### src/rtl/fpaddsub_normalize_lzc_stage.sv
// Normalize front stage of the FP add/sub pipeline: leading-zero count of the
// raw sum mantissa, exponent-aware shift clamp, the coarse 16-bit pre-shift, and
// one registered output slot with valid/ready handshaking.
module fpaddsub_normalize_lzc_stage #(
  parameter int MW = 26,
  parameter int EW = 8
) (
  input  logic          clk,
  input  logic          rst,
  input  logic          in_valid,
  output logic          in_ready,
  input  logic [MW-1:0] SumM,
  input  logic [EW-1:0] ExpIn,
  output logic          out_valid,
  input  logic          out_ready,
  output logic [MW-1:0] MminP,
  output logic [4:0]    Shift,
  output logic [EW-1:0] ExpOut,
  output logic          Zero
);

  // Shift amounts are carried as 5 bits; bit 4 is the 16-position pre-shift
  // applied here, the lower bits are consumed by the downstream shifters.
  localparam int SW = 5;

  logic [SW-1:0] lzcCount;
  logic          leadFound;
  logic          sumIsZero;

  logic [SW-1:0] shift_d;
  logic [EW-1:0] expOut_d;
  logic          zero_d;
  logic [MW-1:0] mminP_d;

  logic          load;
  logic          outValid_d;

  logic          outValid_q;
  logic [SW-1:0] shift_q;
  logic [EW-1:0] expOut_q;
  logic          zero_q;
  logic [MW-1:0] mminP_q;

  assign sumIsZero = (SumM == '0);

  // Leading-zero count: scan from the MSB and stop counting at the first one.
  always_comb begin
    lzcCount  = '0;
    leadFound = 1'b0;
    for (int i = MW - 1; i >= 0; i--) begin
      if (!leadFound) begin
        if (SumM[i]) begin
          leadFound = 1'b1;
        end else begin
          lzcCount = lzcCount + SW'(1);
        end
      end
    end
  end

  // Shift clamp: a full normalize shift is only allowed while the exponent can
  // absorb it; otherwise shift just far enough to land on a denormal (exp 0).
  // In the clamped branch ExpIn <= lzcCount <= MW-1, so its low bits suffice.
  always_comb begin
    shift_d  = '0;
    expOut_d = '0;
    zero_d   = 1'b0;
    if (sumIsZero) begin
      zero_d = 1'b1;
    end else if (EW'(lzcCount) < ExpIn) begin
      shift_d  = lzcCount;
      expOut_d = ExpIn - EW'(lzcCount);
    end else begin
      shift_d  = (ExpIn == '0) ? '0 : (ExpIn[SW-1:0] - SW'(1));
      expOut_d = '0;
    end
  end

  // Coarse pre-shift by 16 with zero fill when bit 4 of the shift is set.
  always_comb begin
    mminP_d = SumM;
    if (shift_d[SW-1]) begin
      mminP_d = {SumM[MW-17:0], 16'b0};
    end
  end

  // The slot can accept when it is empty or is being emptied this cycle;
  // in_ready never depends on in_valid.
  assign in_ready   = ~outValid_q | out_ready;
  assign load       = in_valid & in_ready;
  assign outValid_d = load | (outValid_q & ~out_ready);

  // Valid flag: set on load, cleared on a drain with nothing new arriving.
  always_ff @(posedge clk or negedge rst) begin
    if (!rst) begin
      outValid_q <= 1'b0;
    end else begin
      outValid_q <= outValid_d;
    end
  end

  // Data registers update only on load and otherwise hold (stall or drain).
  always_ff @(posedge clk or negedge rst) begin
    if (!rst) begin
      mminP_q  <= '0;
      shift_q  <= '0;
      expOut_q <= '0;
      zero_q   <= 1'b0;
    end else if (load) begin
      mminP_q  <= mminP_d;
      shift_q  <= shift_d;
      expOut_q <= expOut_d;
      zero_q   <= zero_d;
    end
  end

  assign out_valid = outValid_q;
  assign MminP     = mminP_q;
  assign Shift     = shift_q;
  assign ExpOut    = expOut_q;
  assign Zero      = zero_q;

endmodule

### config.mk
export PLATFORM = sky130hd
export DESIGN_NAME = fpaddsub_normalize_lzc_stage
export DESIGN_NICKNAME = d
export VERILOG_FILES = /design/src/rtl/fpaddsub_normalize_lzc_stage.sv
export SDC_FILE = /design/constraint.sdc
export NUM_CORES = 1
export LEC_CHECK = 0
export CORE_MARGIN = 8
export CORE_UTILIZATION = 60
export CTS_CLUSTER_SIZE = 40
export DETAILED_ROUTE_END_ITERATION = 10
export PLACE_DENSITY_LB_ADDON = 0.2
export SYNTH_ARGS = -nofsm -noshare
export SYNTH_HDL_FRONTEND = slang
export SYNTH_SLANG_ARGS = --single-unit
### constraint.sdc
create_clock -name clk -period 2.6 [get_ports clk]
set_input_delay 0.39 -clock clk [delete_from_list [all_inputs] [get_ports clk]]
set_output_delay 0.39 -clock clk [all_outputs]
set_load 0.05 [all_outputs]
==> results of run 1 <==
## metrics by stage
stage                     util (%)  hold slack, ns  TNS, ns
after global placement       93.68          0.4626  -344.78
after detailed placement     93.68          0.4742  -392.57
after floorplan                  -         0.09441  -323.16
## logic make-up after synthesis
family | Yosys count
flops | 41
mux | 14
compound gates | 154
simple gates | 284
fa+ha+maj | 33
buf+inv | 53
xor+xnor | 55
==> qor.csv, run 1 <==
stage,metric,value,unit
yosys,number of synthesis warnings,0,
yosys,"area leader, netlist",dfrtp_1,
placement,placed insts,1014,
placement,RePlAce Congestion,0.9741,
yosys,adder-cell share of the synthesized area,8.405,%
cts,CTS Buf Count,5,
cts,CTS root buf,clkbuf_8,
yosys,Mapped Area,4942,µm²
cts,PostCTS Resize Cnt,135,
placement,Post-DP Area,7581,µm²
yosys,#FFs+latches synth,41,
yosys,Synth area leaders,"dfrtp_1 (21%), ha_1 (7.6%), nand2_1 (5.8%), nor2_1 (4.9%), xnor2_1 (4.4%)",
yosys,most numerous cell in the Yosys netlist,nand2_1,
status,tool error,"[ERROR DPL-0038] Utilization greater than 100%, impossible to legalize",
yosys,Unique masters post-synth,79,
yosys,XOR/XNOR Fraction of Synth Area,13.06,%
yosys,largest family of logic cells by synthesized area,simple AND/OR/NAND/NOR gates,
cts,H-tree depth,2,
placement,pre-CTS setup slack,-10.19,ns
yosys,asr flop ratio synth,100.0,%
cts,hold_buf cts,0,
yosys,"Top FF cell, synth",dfrtp_1,
yosys,top post-synthesis cells by count,"nand2_1 (76), nor2_1 (64), dfrtp_1 (41), o21ai_0 (34), a21oi_1 (31)",
yosys,Synth Instances,634,
yosys,register area share after synthesis,20.76,%
placement,DP HPWL,18620,µm
yosys,post-synth top area share,20.76,%
die,Core Rows,33,
die,die height,106.8,µm
cts,CTS sink count,41,
yosys,syn nets,703,
status,Failed at,clock tree synthesis (4_1_cts),
yosys,complex-gate fraction of the synthesized area,19.92,%
yosys,mux share of post-synthesis cell area,3.215,%
cts,post-CTS setup buffers,52,
yosys,Synth Area in Simple Gates,30.15,%
placement,I/O Buffers,79,
yosys,syn_area_per_cell,7.795,µm²
die,Starting Density,61.07,%
cts,Max clock buf depth,2,
die,Top Ports,80,
yosys,number of synthesized flops with an enable pin,0,
die,die width,106.8,µm
status,run status,stopped before the end,
==> run 2: changes to the inputs <==
--- a/config.mk
+++ b/config.mk
@@ -6,10 +6,9 @@
 export NUM_CORES = 1
 export LEC_CHECK = 0
 export CORE_MARGIN = 8
-export CORE_UTILIZATION = 60
-export CTS_CLUSTER_SIZE = 40
+export CORE_UTILIZATION = 40
 export DETAILED_ROUTE_END_ITERATION = 10
-export PLACE_DENSITY_LB_ADDON = 0.2
+export PLACE_DENSITY_LB_ADDON = 0.15
 export SYNTH_ARGS = -nofsm -noshare
 export SYNTH_HDL_FRONTEND = slang
 export SYNTH_SLANG_ARGS = --single-unit
==> run 2 against run 1 <==
The flow now finishes, with violations (setup timing). Synthesized cell count did not move. Synthesized area did not move.
==> qor.csv, run 2 <==
stage,metric,value,unit,change
final_layout,most frequent cells in the layout,"buf_4 (240), nand2_1 (71), clkdlybuf4s50_1 (64)",,
status,run status,"complete, but fails checks",,
global_routing,first-pass GRT wire length,32900,µm,
cts,H-tree depth,2,,unchanged
yosys,top post-synthesis cells by count,"nand2_1 (76), nor2_1 (64), dfrtp_1 (41), o21ai_0 (34), a21oi_1 (31)",,
sta,Worst slew margin,35.24,%,
routing,drt drc,0,,
sta,# setup viols final,40,,
run,Max Cap Viol,0,,
worst_setup_path,Crit. End Element,register,,
sta,Final min period,11.47,ns,
final_layout,synthesis-to-finish area growth,78.53,%,
power_and_ir_drop,Final Power,2.962,mW,
yosys,number of synthesis warnings,0,,unchanged
sta,RSZ-0062 raised after global routing,true,,
global_routing,largest net degree at the start of global routing,42,,
global_routing,GR peak layer,met2,,
placement,DP HPWL,14420,µm,-23%
global_routing,number of global-route vias before repair,6713,,
routing,via count,6212,,
die,die height,127.2,µm,+19%
yosys,register area share after synthesis,20.76,%,unchanged
global_routing,met3 GRT Util,3.577,%,
worst_setup_path,crit path DAT,11.70,ns,
die,Core Rows,40,,+21%
worst_setup_path,crit-path most repeated cell,ha_1,,
yosys,Synth area leaders,"dfrtp_1 (21%), ha_1 (7.6%), nand2_1 (5.8%), nor2_1 (4.9%), xnor2_1 (4.4%)",,
worst_setup_path,critical path's largest stage delay,0.52,ns,
sta,final setup margin,-8.867,ns,
power_and_ir_drop,Leakage,4.041,nW,
yosys,"area leader, netlist",dfrtp_1,,
status,failing checks,setup timing,,
routing,vias per inst,5.421,,
placement,I/O Buffers,79,,unchanged
sta,Slew @ Worst Pin,0.9715,ns,
cts,CTS root buf,clkbuf_16,,
final_layout,"non-filler cells, final",1146,,
global_routing,initial antenna violation count,0,,
power_and_ir_drop,PwrDens,335.7,nW/µm²,
sta,worst clock skew,0.004257,ns,
yosys,Mapped Area,4942,µm²,unchanged
hold_path,Hold Crit Class,in -> async,,
cts,hold_buf cts,0,,unchanged
yosys,number of synthesized flops with an enable pin,0,,unchanged
worst_setup_path,CP max-delay cell,or4_4,,
die,Top Ports,80,,unchanged
routing,Iter 0 DRT Violations,339,,
global_routing,GRT Util Overall,25.02,%,
cts,CTS Buf Count,5,,unchanged
sta,"Period Utilization, post-route",441.0,%,
routing,Post-Route WL,20550,µm,
worst_setup_path,CP required,2.84,ns,
worst_setup_path,critical path peak fanout,11,,
placement,RePlAce Congestion,0.9301,,-4.5%
placement,pre-CTS setup slack,-9.496,ns,+0.6992 ns
routing,Pre-Repair DR Iteration Count,4,,
cts,Max clock buf depth,2,,unchanged
global_routing,"Remaining Overflow, GRT",0,,
final_layout,"leading cell type in the layout, fill and taps excluded",buf_4,,
yosys,syn nets,703,,unchanged
die,Starting Density,40.98,%,-20 points
final_layout,final net count,1046,,
final_layout,cell area after layout,8823,µm²,
global_routing,M2 GR Usage,46.15,%,
yosys,asr flop ratio synth,100.0,%,unchanged
yosys,"Top FF cell, synth",dfrtp_1,,
routing,Post-DRT Antenna Nets,0,,
yosys,Unique masters post-synth,79,,unchanged
die,Core Area,12060,µm²,
placement,placed insts,1069,,+5.4%
sta,endpoints failing hold,0,,
worst_setup_path,critical path class,in -> reg,,
final_layout,Util after Layout,73.15,%,
global_routing,met1 Resource Use GR,27.45,%,
die,die width,127.2,µm,+19%
placement,Post-DP Area,7600,µm²,+0.25%
yosys,post-synth top area share,20.76,%,unchanged
sta,Fmax achieved,87.21,MHz,
cts,CTS sink count,41,,unchanged
sta,Final Slew Violations,0,,
final_layout,Antenna Diode Count,0,,
power_and_ir_drop,worst IR drop on VDD,0.0003782,V,
cts,"Reg clk slew, reported paths",0.07,ns,
yosys,Synth Instances,634,,unchanged
cts,Clock Latency Late Sink,0.30,ns,
yosys,#FFs+latches synth,41,,unchanged
yosys,most numerous cell in the Yosys netlist,nand2_1,,
yosys,syn_area_per_cell,7.795,µm²,unchanged
final_layout,max reg flops,26,,
worst_setup_path,Startpoint Class,primary input,,
die,die area,16170,µm²,
routing,wire per inst,17.93,µm,
final_layout,fraction of layout cells with a size suffix above 1,41.72,%,
cts,CTS tree,built,,
==> run 2: stage by stage <==
step                      TNS [ns]  hold WS, ns
final                      -343.20       0.2442
after global routing       -363.76       0.3394
after CTS                  -327.06       0.2799
after detailed placement   -365.69       0.4671
after global placement     -353.86       0.4610
after floorplan            -323.16      0.09441
==> run 2: cells by family (layout without fill, tap and decap cells) <==
logic type               Yosys count  in the layout  synth area share [%]
buffers and inverters             53            396                 4.481
adder cells (fa/ha/maj)           33             33                 8.405
multiplexers                      14             15                 3.215
XOR/XNOR                          55             55                 13.06
flip-flops                        41             41                 20.76
AND/OR/NAND/NOR                  284            284                 30.15
AO/OA/AOI/OAI                    154            154                 19.92
==> run 2: layout make-up <==
| cell class | count | area (µm²) |
|---|---|---|
| clock buffers | 5 | 125.1 |
| clock inverters | 3 | 46.29 |
| fillers | 847 | 3238 |
| inverters | 26 | 97.59 |
| multi-input cells | 541 | 4234 |
| flip-flops and latches | 41 | 1026 |
| well taps | 168 | 210.2 |
| repair buffers | 362 | 3084 |
==> run 2: worst paths after layout <==
path,to,cells past startpoint,slack (ns),from
setup / recovery,MminP[14],65,-8.87,SumM[22]
hold / removal,ExpOut[5],1,0.24,rst
setup reg to reg,MminP[24],5,1.07,out_valid
hold reg to reg,MminP[8],2,0.48,MminP[8]
max in group asynchronous,MminP[8],1,1.76,rst
min in group clk,MminP[8],2,0.48,MminP[8]
==> run 2: layer usage <==
layer | wire length, µm | share of wire [%] | up-vias
met2 | 10550 | 51 | 170
met4 | 831 | 4.0 | 0
met5 | 0 | 0 | -
li1 | - | - | 2969
met1 | 8292 | 40 | 3015
met3 | 876 | 4.3 | 58
==> run 2: worst max-delay path, delay by kind of cell <==
family / cells / cell delay (ns)
buf+inv: 8 / 1.00
xor+xnor: 4 / 0.74
compound gates: 22 / 3.44
mux: 1 / 0.25
simple gates: 19 / 2.83
fa+ha+maj: 11 / 2.96
==> run 2: power by group <==
group          leakage [nW]  switching, mW  total [mW]  internal [mW]
clock                0.0800          0.298       0.753          0.455
sequential            0.499         0.0530       0.774          0.721
combinational          3.46          0.814        1.44          0.621
total                  4.04           1.16        2.96           1.80
==> run 2: what timing repair did <==
item / CTS / global route
setup endpoints to repair: 40 / 40
gates resized for setup: 124 / 49
cloned: 3 / 0
pin swaps: 38 / 54
buffers inserted: 67 / 21
Note: power is estimated with default switching activity, not from simulation.
==> run 3: changes to the inputs <==
--- a/config.mk
+++ b/config.mk
@@ -5,8 +5,10 @@
 export SDC_FILE = /design/constraint.sdc
 export NUM_CORES = 1
 export LEC_CHECK = 0
+export CELL_PAD_IN_SITES_DETAIL_PLACEMENT = 1
+export CELL_PAD_IN_SITES_GLOBAL_PLACEMENT = 2
 export CORE_MARGIN = 8
-export CORE_UTILIZATION = 40
+export CORE_UTILIZATION = 34
 export DETAILED_ROUTE_END_ITERATION = 10
 export PLACE_DENSITY_LB_ADDON = 0.15
 export SYNTH_ARGS = -nofsm -noshare
==> run 3 against run 2 <==
The flow still finishes with violations (setup timing). Combinational power is essentially flat. Fmax shrank 2.2%. Final cell count is the same. Core utilization shrank 13 points. Wire length grew 28%. Sequential share of layout area grew 0.19 points. First-iteration DRC count grew 1.2%. Final area shrank 1.6%. Clock skew grew 0.0032 ns. Critical path depth is the same. Non-clock buffer count shrank 16. Global-route usage grew 0.47 points. Critical path type unchanged. Largest power group unchanged.
==> qor.csv, run 3 (synthesis results as in run 2) <==
stage,metric,value,unit,change
cts,hold_buf cts,0,,unchanged
final_layout,cell area after layout,8678,µm²,-1.6%
cts,Max clock buf depth,2,,unchanged
final_layout,final net count,1030,,-1.5%
placement,Post-DP Area,7665,µm²,+0.86%
die,Core Area,14370,µm²,+19%
global_routing,GRT Util Overall,25.48,%,+0.47 points
status,run status,"complete, but fails checks",,
power_and_ir_drop,PwrDens,349.8,nW/µm²,+4.2%
die,die width,136.6,µm,+7.4%
cts,CTS sink count,41,,unchanged
routing,Iter 0 DRT Violations,343,,+1.2%
routing,drt drc,0,,unchanged
routing,via count,6522,,+5.0%
worst_setup_path,Startpoint Class,primary input,,
placement,pre-CTS setup slack,-10.04,ns,-0.5418 ns
worst_setup_path,Worst Path Buf+Inv,5,,-3
worst_setup_path,Crit path max-delay family,simple AND/OR/NAND/NOR gates,,
placement,RePlAce Congestion,0.8906,,-4.2%
worst_setup_path,critical path class,in -> reg,,
cts,CTS tree,built,,
status,failing checks,setup timing,,
sta,endpoints failing hold,0,,unchanged
worst_setup_path,R2R depth,5,,unchanged
worst_setup_path,R2R Path Start,out_valid,,
worst_setup_path,critical path's largest stage delay,0.54,ns,+0.02 ns
final_layout,max reg flops,26,,unchanged
cts,H-tree depth,2,,unchanged
global_routing,number of global-route vias before repair,6999,,+4.3%
cts,Clock Latency Late Sink,0.31,ns,about the same
die,die height,136.6,µm,+7.4%
global_routing,"Remaining Overflow, GRT",0,,unchanged
run,Max Cap Viol,0,,unchanged
final_layout,fraction of layout cells with a size suffix above 1,41.27,%,-0.45 points
sta,"Period Utilization, post-route",450.8,%,+9.8 points
power_and_ir_drop,Leakage,3.933,nW,-2.7%
worst_setup_path,crit-path most repeated cell,ha_1,,
global_routing,largest net degree at the start of global routing,42,,unchanged
die,Top Ports,80,,unchanged
routing,Pre-Repair DR Iteration Count,5,,+1
sta,worst clock skew,0.007487,ns,+0.003231 ns
placement,DP HPWL,17300,µm,+20%
final_layout,Antenna Diode Count,0,,unchanged
sta,# setup viols final,40,,unchanged
sta,Worst slew margin,30.54,%,-4.7 points
sta,final setup margin,-9.120,ns,-0.2537 ns
final_layout,"leading cell type in the layout, fill and taps excluded",buf_4,,
final_layout,fill cell count,1713,,+100%
routing,wire per inst,23.01,µm,+28%
sta,Slew @ Worst Pin,1.042,ns,+0.07047 ns
worst_setup_path,critical path peak fanout,4,,-7
worst_setup_path,Crit. End Element,register,,
placement,I/O Buffers,79,,unchanged
routing,Post-DRT Antenna Nets,0,,unchanged
final_layout,"non-filler cells, final",1146,,unchanged
final_layout,synthesis-to-finish area growth,75.59,%,
worst_setup_path,CP max-delay cell,or4_4,,
worst_setup_path,CP required,2.72,ns,-0.12 ns
routing,Post-Route WL,26370,µm,+28%
die,Starting Density,34.40,%,-6.6 points
die,die area,18650,µm²,+15%
routing,vias per inst,5.691,,+5.0%
sta,post-route setup TNS,-349.93,ns,-6.726 ns
sta,Fmax achieved,85.32,MHz,-2.2%
cts,CTS Buf Count,5,,unchanged
worst_setup_path,crit path DAT,11.84,ns,+0.14 ns
die,Core Rows,44,,+10%
hold_path,Hold Crit Class,in -> async,,
cts,CTS root buf,clkbuf_16,,
cts,"Reg clk slew, reported paths",0.07,ns,about the same
sta,Final min period,11.72,ns,+0.2537 ns
worst_setup_path,"reg-to-reg slack, setup",0.61,ns,-0.46 ns
global_routing,initial antenna violation count,0,,unchanged
sta,RSZ-0062 raised after global routing,true,,
global_routing,first-pass GRT wire length,37310,µm,+13%
worst_setup_path,critical register-to-register path endpoint,MminP[18],,
placement,placed insts,1091,,+2.1%
sta,Final Slew Violations,0,,unchanged
final_layout,Util after Layout,60.40,%,-13 points
power_and_ir_drop,worst IR drop on VDD,0.0007314,V,+93%
final_layout,most frequent cells in the layout,"buf_4 (242), nand2_1 (73), clkdlybuf4s50_1 (64)",,
## run 3: cell types whose count changed in the layout (fill, tap and decap cells not counted), moves of 3 or more
cell      change
nor2_2        +3
o21ai_2       -6
buf_6        -18
o21ai_1       +8
a21oi_1       -3
a21oi_2       +4
a211oi_1      -3
a211oi_2      +3
## run 3: repair_timing
item                                    4_1_cts  5_1_grt
gates cloned                                  1        2
pin swaps                                    72       44
resized for setup                            99       51
buffers inserted                             33       20
endpoints found under the setup margin       40       40
## run 3: cell type report
class                           instances  area, µm²  share of cell area, %
Multi-Input combinational cell        541       4233                  48.77
Clock inverter                          2      37.54                 0.4325
Clock buffer                            6      138.9                  1.600
Sequential cell                        41       1026                  11.82
Tap cell                              184      230.2                  2.653
Inverter                               26      97.59                  1.125
Timing Repair Buffer                  346       2915                  33.59
## run 3: metal layers
metal / track usage (%) / wire, µm
met1: 28.23 / 10380
met2: 47.43 / 13690
met3: 3.561 / 1024
met4: 10.80 / 1270
met5: 0 / 0
## run 3: worst register-to-register path: stages, from the launching register on
cell and delay (ns):
dfrtp_1 0.39, nand2b_1 0.16, and2_1 0.71, buf_4 0.34, nor2_1 0.07, a31oi_1 0.22
## run 3: worst max-delay path by stage
stage	start	endpoint	cells after the start
final	SumM[22]	MminP[20]	65
after global routing	SumM[22]	MminP[20]	67
after CTS	SumM[22]	MminP[22]	67
after detailed placement	SumM[25]	MminP[12]	64
after global placement	SumM[25]	MminP[21]	62
after floorplan	SumM[22]	MminP[21]	65
## run 3: stage by stage
step | hold WS, ns | power (mW)
final | 0.2592 | 3.035
after detailed placement | 0.4743 | 2.061
after CTS | 0.2886 | 2.903
after global routing | 0.3268 | 3.145
after global placement | 0.4636 | 2.022
after floorplan | 0.09441 | 1.457
## run 3: where the power goes
group          leakage (nW)  internal, mW  switching [mW]
combinational          3.35         0.602           0.860
sequential            0.499         0.721          0.0683
clock                0.0831         0.480           0.303
==> run 4: changes to the inputs <==
--- a/config.mk
+++ b/config.mk
@@ -5,10 +5,11 @@
 export SDC_FILE = /design/constraint.sdc
 export NUM_CORES = 1
 export LEC_CHECK = 0
-export CELL_PAD_IN_SITES_DETAIL_PLACEMENT = 1
-export CELL_PAD_IN_SITES_GLOBAL_PLACEMENT = 2
+export CAP_MARGIN = 0
+export CELL_PAD_IN_SITES_DETAIL_PLACEMENT = 0
+export CELL_PAD_IN_SITES_GLOBAL_PLACEMENT = 1
 export CORE_MARGIN = 8
-export CORE_UTILIZATION = 34
+export CORE_UTILIZATION = 40
 export DETAILED_ROUTE_END_ITERATION = 10
 export PLACE_DENSITY_LB_ADDON = 0.15
 export SYNTH_ARGS = -nofsm -noshare
==> run 4 against run 3 <==
The flow still finishes with violations (setup timing). Sequential cell count is the same. Final cell count shrank 1.7%. Core utilization grew 10 points. Critical endpoint is now MminP[18]. Highest routed layer unchanged.
==> qor.csv, run 4 (synthesis results as in run 2) <==
stage,metric,value,unit,change
final_layout,fraction of layout cells with a size suffix above 1,39.21,%,-2.1 points
hold_path,Hold Crit Class,in -> async,,
cts,CTS Buf Count,5,,unchanged
cts,CTS tree,built,,
sta,worst clock skew,0.002189,ns,-0.005298 ns
routing,Pre-Repair DR Iteration Count,5,,unchanged
placement,DP HPWL,14960,µm,-14%
routing,drt drc,0,,unchanged
routing,Post-DRT Antenna Nets,0,,unchanged
final_layout,final net count,1028,,-0.19%
routing,via count,5967,,-8.5%
worst_setup_path,CP max-delay cell,or4_4,,
global_routing,largest net degree at the start of global routing,42,,unchanged
sta,final setup margin,-8.348,ns,+0.7727 ns
status,run status,"complete, but fails checks",,
global_routing,first-pass GRT wire length,30160,µm,-19%
sta,Final Slew Violations,0,,unchanged
power_and_ir_drop,PwrDens,335.8,nW/µm²,-4.0%
placement,RePlAce Congestion,0.9288,,+4.3%
cts,CTS root buf,clkbuf_16,,
sta,RSZ-0062 raised after global routing,true,,
die,die area,16170,µm²,-13%
routing,wire per inst,16.94,µm,-26%
cts,Max clock buf depth,2,,unchanged
sta,# setup viols final,40,,unchanged
worst_setup_path,CP required,2.78,ns,+0.06 ns
sta,post-route setup TNS,-321.31,ns,+28.62 ns
sta,Fmax achieved,91.34,MHz,+7.1%
worst_setup_path,Startpoint Class,primary input,,
global_routing,initial antenna violation count,0,,unchanged
final_layout,Util after Layout,70.84,%,+10 points
worst_setup_path,Crit. End Element,register,,
sta,Final min period,10.95,ns,-0.7727 ns
power_and_ir_drop,Leakage,3.918,nW,-0.39%
placement,I/O Buffers,79,,unchanged
sta,"Period Utilization, post-route",421.1,%,-30 points
final_layout,max reg flops,26,,unchanged
power_and_ir_drop,worst IR drop on VDD,0.0003849,V,-47%
cts,"Reg clk slew, reported paths",0.06,ns,about the same
sta,Slew @ Worst Pin,0.9913,ns,-0.05064 ns
die,Core Rows,40,,-9.1%
cts,CTS sink count,41,,unchanged
run,Max Cap Viol,0,,unchanged
sta,endpoints failing hold,0,,unchanged
routing,Post-Route WL,19090,µm,-28%
routing,Iter 0 DRT Violations,255,,-26%
cts,hold_buf cts,0,,unchanged
worst_setup_path,crit-path most repeated cell,ha_1,,
die,die height,127.2,µm,-6.9%
final_layout,Antenna Diode Count,0,,unchanged
final_layout,most frequent cells in the layout,"buf_4 (244), nand2_1 (75), clkdlybuf4s50_1 (73)",,
worst_setup_path,critical path class,in -> reg,,
global_routing,"Remaining Overflow, GRT",0,,unchanged
sta,Worst slew margin,33.91,%,+3.4 points
die,Core Area,12060,µm²,-16%
die,Starting Density,40.98,%,+6.6 points
final_layout,synthesis-to-finish area growth,72.89,%,
worst_setup_path,critical path peak fanout,6,,+2
worst_setup_path,critical path's largest stage delay,0.53,ns,about the same
die,Top Ports,80,,unchanged
global_routing,GRT Util Overall,22.96,%,-2.5 points
routing,vias per inst,5.295,,-7.0%
final_layout,"leading cell type in the layout, fill and taps excluded",buf_4,,
cts,Clock Latency Late Sink,0.30,ns,about the same
cts,H-tree depth,2,,unchanged
worst_setup_path,crit path DAT,11.13,ns,-0.71 ns
status,failing checks,setup timing,,
die,die width,127.2,µm,-6.9%
global_routing,number of global-route vias before repair,6122,,-13%
[run 4: worst max-delay path: cells and delay by family]
kind / cells / cell delay [ns]
simple gates: 23 / 3.08
mux: 1 / 0.30
buf+inv: 4 / 0.42
xor+xnor: 4 / 0.66
compound gates: 21 / 3.16
fa+ha+maj: 12 / 3.11
[run 4: repair_timing]
action,in CTS,in global routing
setup endpoints to repair,40,40
pin swaps,64,34
endpoints found under the hold margin,0,0
gates cloned,2,0
buffers inserted,36,12
gates resized for setup,76,41
[run 4: area by class of cell]
type | instances | area [µm²]
clock inverters | 2 | 35.03
flip-flops and latches | 41 | 1026
fillers | 926 | 3517
repair buffers | 345 | 2873
multi-input cells | 540 | 4178
clock buffers | 5 | 125.1
inverters | 26 | 97.59
well taps | 168 | 210.2
[run 4: metal layers]
layer	track usage [%]	wire [µm]	vias to the layer above	share of wire [%]
met5	0	0	-	0
met4	8.747	484	0	2.5
met3	3.161	867	37	4.5
met2	41.96	9886	157	52
met1	26.51	7854	2840	41
li1	-	-	2933	-
[run 4: power by group]
group          switching, mW  internal [mW]  total, mW
logic                  0.773          0.595       1.37
clock network          0.278          0.446      0.724
registers             0.0544          0.721      0.776
total                   1.11           1.76       2.87
[run 4: path summary, 6_finish.rpt]
kind                       startpoint         to  slack (ns)  depth (start not counted)
setup / recovery             SumM[22]  MminP[18]       -8.35                         65
hold / removal                    rst  ExpOut[2]        0.26                          1
setup reg to reg            out_valid  MminP[20]        1.00                          5
hold reg to reg              MminP[2]   MminP[2]        0.48                          2
max in group asynchronous         rst  MminP[15]        1.72                          1
min in group clk             MminP[2]   MminP[2]        0.48                          2
[run 4: through the flow]
| step | area, µm² | total power, mW | hold WS, ns | worst slack, ns | std cells |
|---|---|---|---|---|---|
| after CTS | 8292 | 2.833 | 0.3045 | -8.566 | 1120 |
| after global placement | 7640 | 2.019 | 0.4609 | -9.243 | 1076 |
| after floorplan | 5159 | 1.457 | 0.09441 | -8.471 | 634 |
| final | 8544 | 2.869 | 0.2567 | -8.348 | 1127 |
| after detailed placement | 7640 | 2.037 | 0.4690 | -9.576 | 1076 |
| after global routing | 8544 | 2.997 | 0.3556 | -8.921 | 1127 |
==> edit, RTL diff (settings of run 4) <==
Reset style: synchronous (`rst`), changed in 2 clocked blocks.
--- a/src/rtl/fpaddsub_normalize_lzc_stage.sv
+++ b/src/rtl/fpaddsub_normalize_lzc_stage.sv
@@ -91,7 +91,7 @@
   assign outValid_d = load | (outValid_q & ~out_ready);
 
   // Valid flag: set on load, cleared on a drain with nothing new arriving.
-  always_ff @(posedge clk or negedge rst) begin
+  always_ff @(posedge clk) begin
     if (!rst) begin
       outValid_q <= 1'b0;
     end else begin
@@ -100,7 +100,7 @@
   end
 
   // Data registers update only on load and otherwise hold (stall or drain).
-  always_ff @(posedge clk or negedge rst) begin
+  always_ff @(posedge clk) begin
     if (!rst) begin
       mminP_q  <= '0;
       shift_q  <= '0;
Function: differs if rst is asserted again (counterexample within 4 cycles, from zero or initial values and one cycle with rst low); with rst held inactive, the same outputs for 10 cycles.
==> edit against run 4 <==
The run still ends with negative setup slack left; sequential cell count unchanged; critical endpoint is now MminP[6]; wire length increased by 3.0%; setup slack got worse by 1100 ps; cell area decreased by 0.73%; final cell count decreased by 2.8%; utilization increased by 3.1 points; power decreased by 5.9%; area after synthesis decreased by 4.5%.
==> edit: results (changes against run 4) <==
final wirelength=19700 µm (was 19100 µm); Clock power frac=30.6% (was 25.2%); Leak=0.00381 µW (was 0.00392 µW); final total power=2700 µW (was 2870 µW); Via-to-Cell Ratio=5.53 (was 5.29); grt met1 use=26.3% (was 26.5%); worst min path class=flip-flop to flip-flop (was primary input to asynchronous set/reset pin); GR Util met2=43.0% (was 42.0%); first-pass GRT wire length=30600 µm (was 30200 µm); net count after synthesis=690 (was 703); Pre-antenna DRT Iters=6 (was 5); worst r2r src=out_valid (unchanged); CP Data Arrival Time=12250 ps (was 11130 ps); R2R depth=6 (was 5); Slew @ Worst Pin=557 ps (was 991 ps); capturing point of the worst reg2reg path=MminP[2] (was MminP[20]); P_seq=698 µW (was 776 µW); top area cells in the synthesized netlist=dfxtp_1 17%, ha_1 8.0%, xnor2_1 4.8% (was dfrtp_1 21%, ha_1 7.6%, nand2_1 5.8%); Place WS=-9930 ps (was -9580 ps); vias in the first global route=6161 (was 6122); Iteration-0 DRC Markers=497 (was 255); sequential area share after synthesis=17.4% (was 20.8%); failing checks=negative setup slack (unchanged); Setup violations, final=40 (unchanged); Setup crit start=SumM[24] (was SumM[22]); global routing usage on met3=4.26% (was 3.16%); total track usage=23.3% (was 23.0%); Placement Cell Area=7260 µm² (was 7640 µm²); commonest cells in the netlist=58 x nand2_1, 54 x nor2_1, 41 x dfxtp_1 (was 76 x nand2_1, 64 x nor2_1, 41 x dfrtp_1); Post-Place Cells=1022 (was 1076); WL per Instance=17.9 µm (was 16.9 µm); Post-synth top flop=dfxtp_1 (was dfrtp_1); Placer Congestion=0.897 (was 0.929); met3 routed wirelength=1030 µm (was 867 µm); largest net degree at the start of global routing=28 (was 42); postcts setup bufs=54 (was 36); Final WS setup=-9470 ps (was -8350 ps); clock skew=5.40 ps (was 2.19 ps); outcome=complete, but fails checks (unchanged); Yosys cell types=75 (was 79); sum of negative setup slack=-364370 ps (was -321310 ps)
==> edit: worst min-delay path by stage <==
stage,startpoint,to,slack (ps)
after floorplan,SumM[0],MminP[0],520
after global placement,Shift[2],Shift[2],450
after detailed placement,Shift[1],Shift[1],450
after CTS,Shift[2],Shift[2],470
after global routing,Shift[2],Shift[2],500
final,Shift[1],Shift[1],470
==> edit: cell families after synthesis <==
logic type / synth area share, %
multiplexers: 4.90
XOR/XNOR: 12.8
adder cells (fa/ha/maj): 8.59
flip-flops: 17.4
AND/OR/NAND/NOR: 26.9
AO/OA/AOI/OAI: 24.7
buffers and inverters: 4.80
==> edit: area by class of cell <==
type                            instances  area (µm²)
Multi-Input combinational cell        524        4230
Clock inverter                          3        68.8
Clock buffer                            5         125
Tap cell                              143         179
Sequential cell                        41         821
Timing Repair Buffer                  354        2960
Fill cell                             845        2990
Inverter                               26        97.6
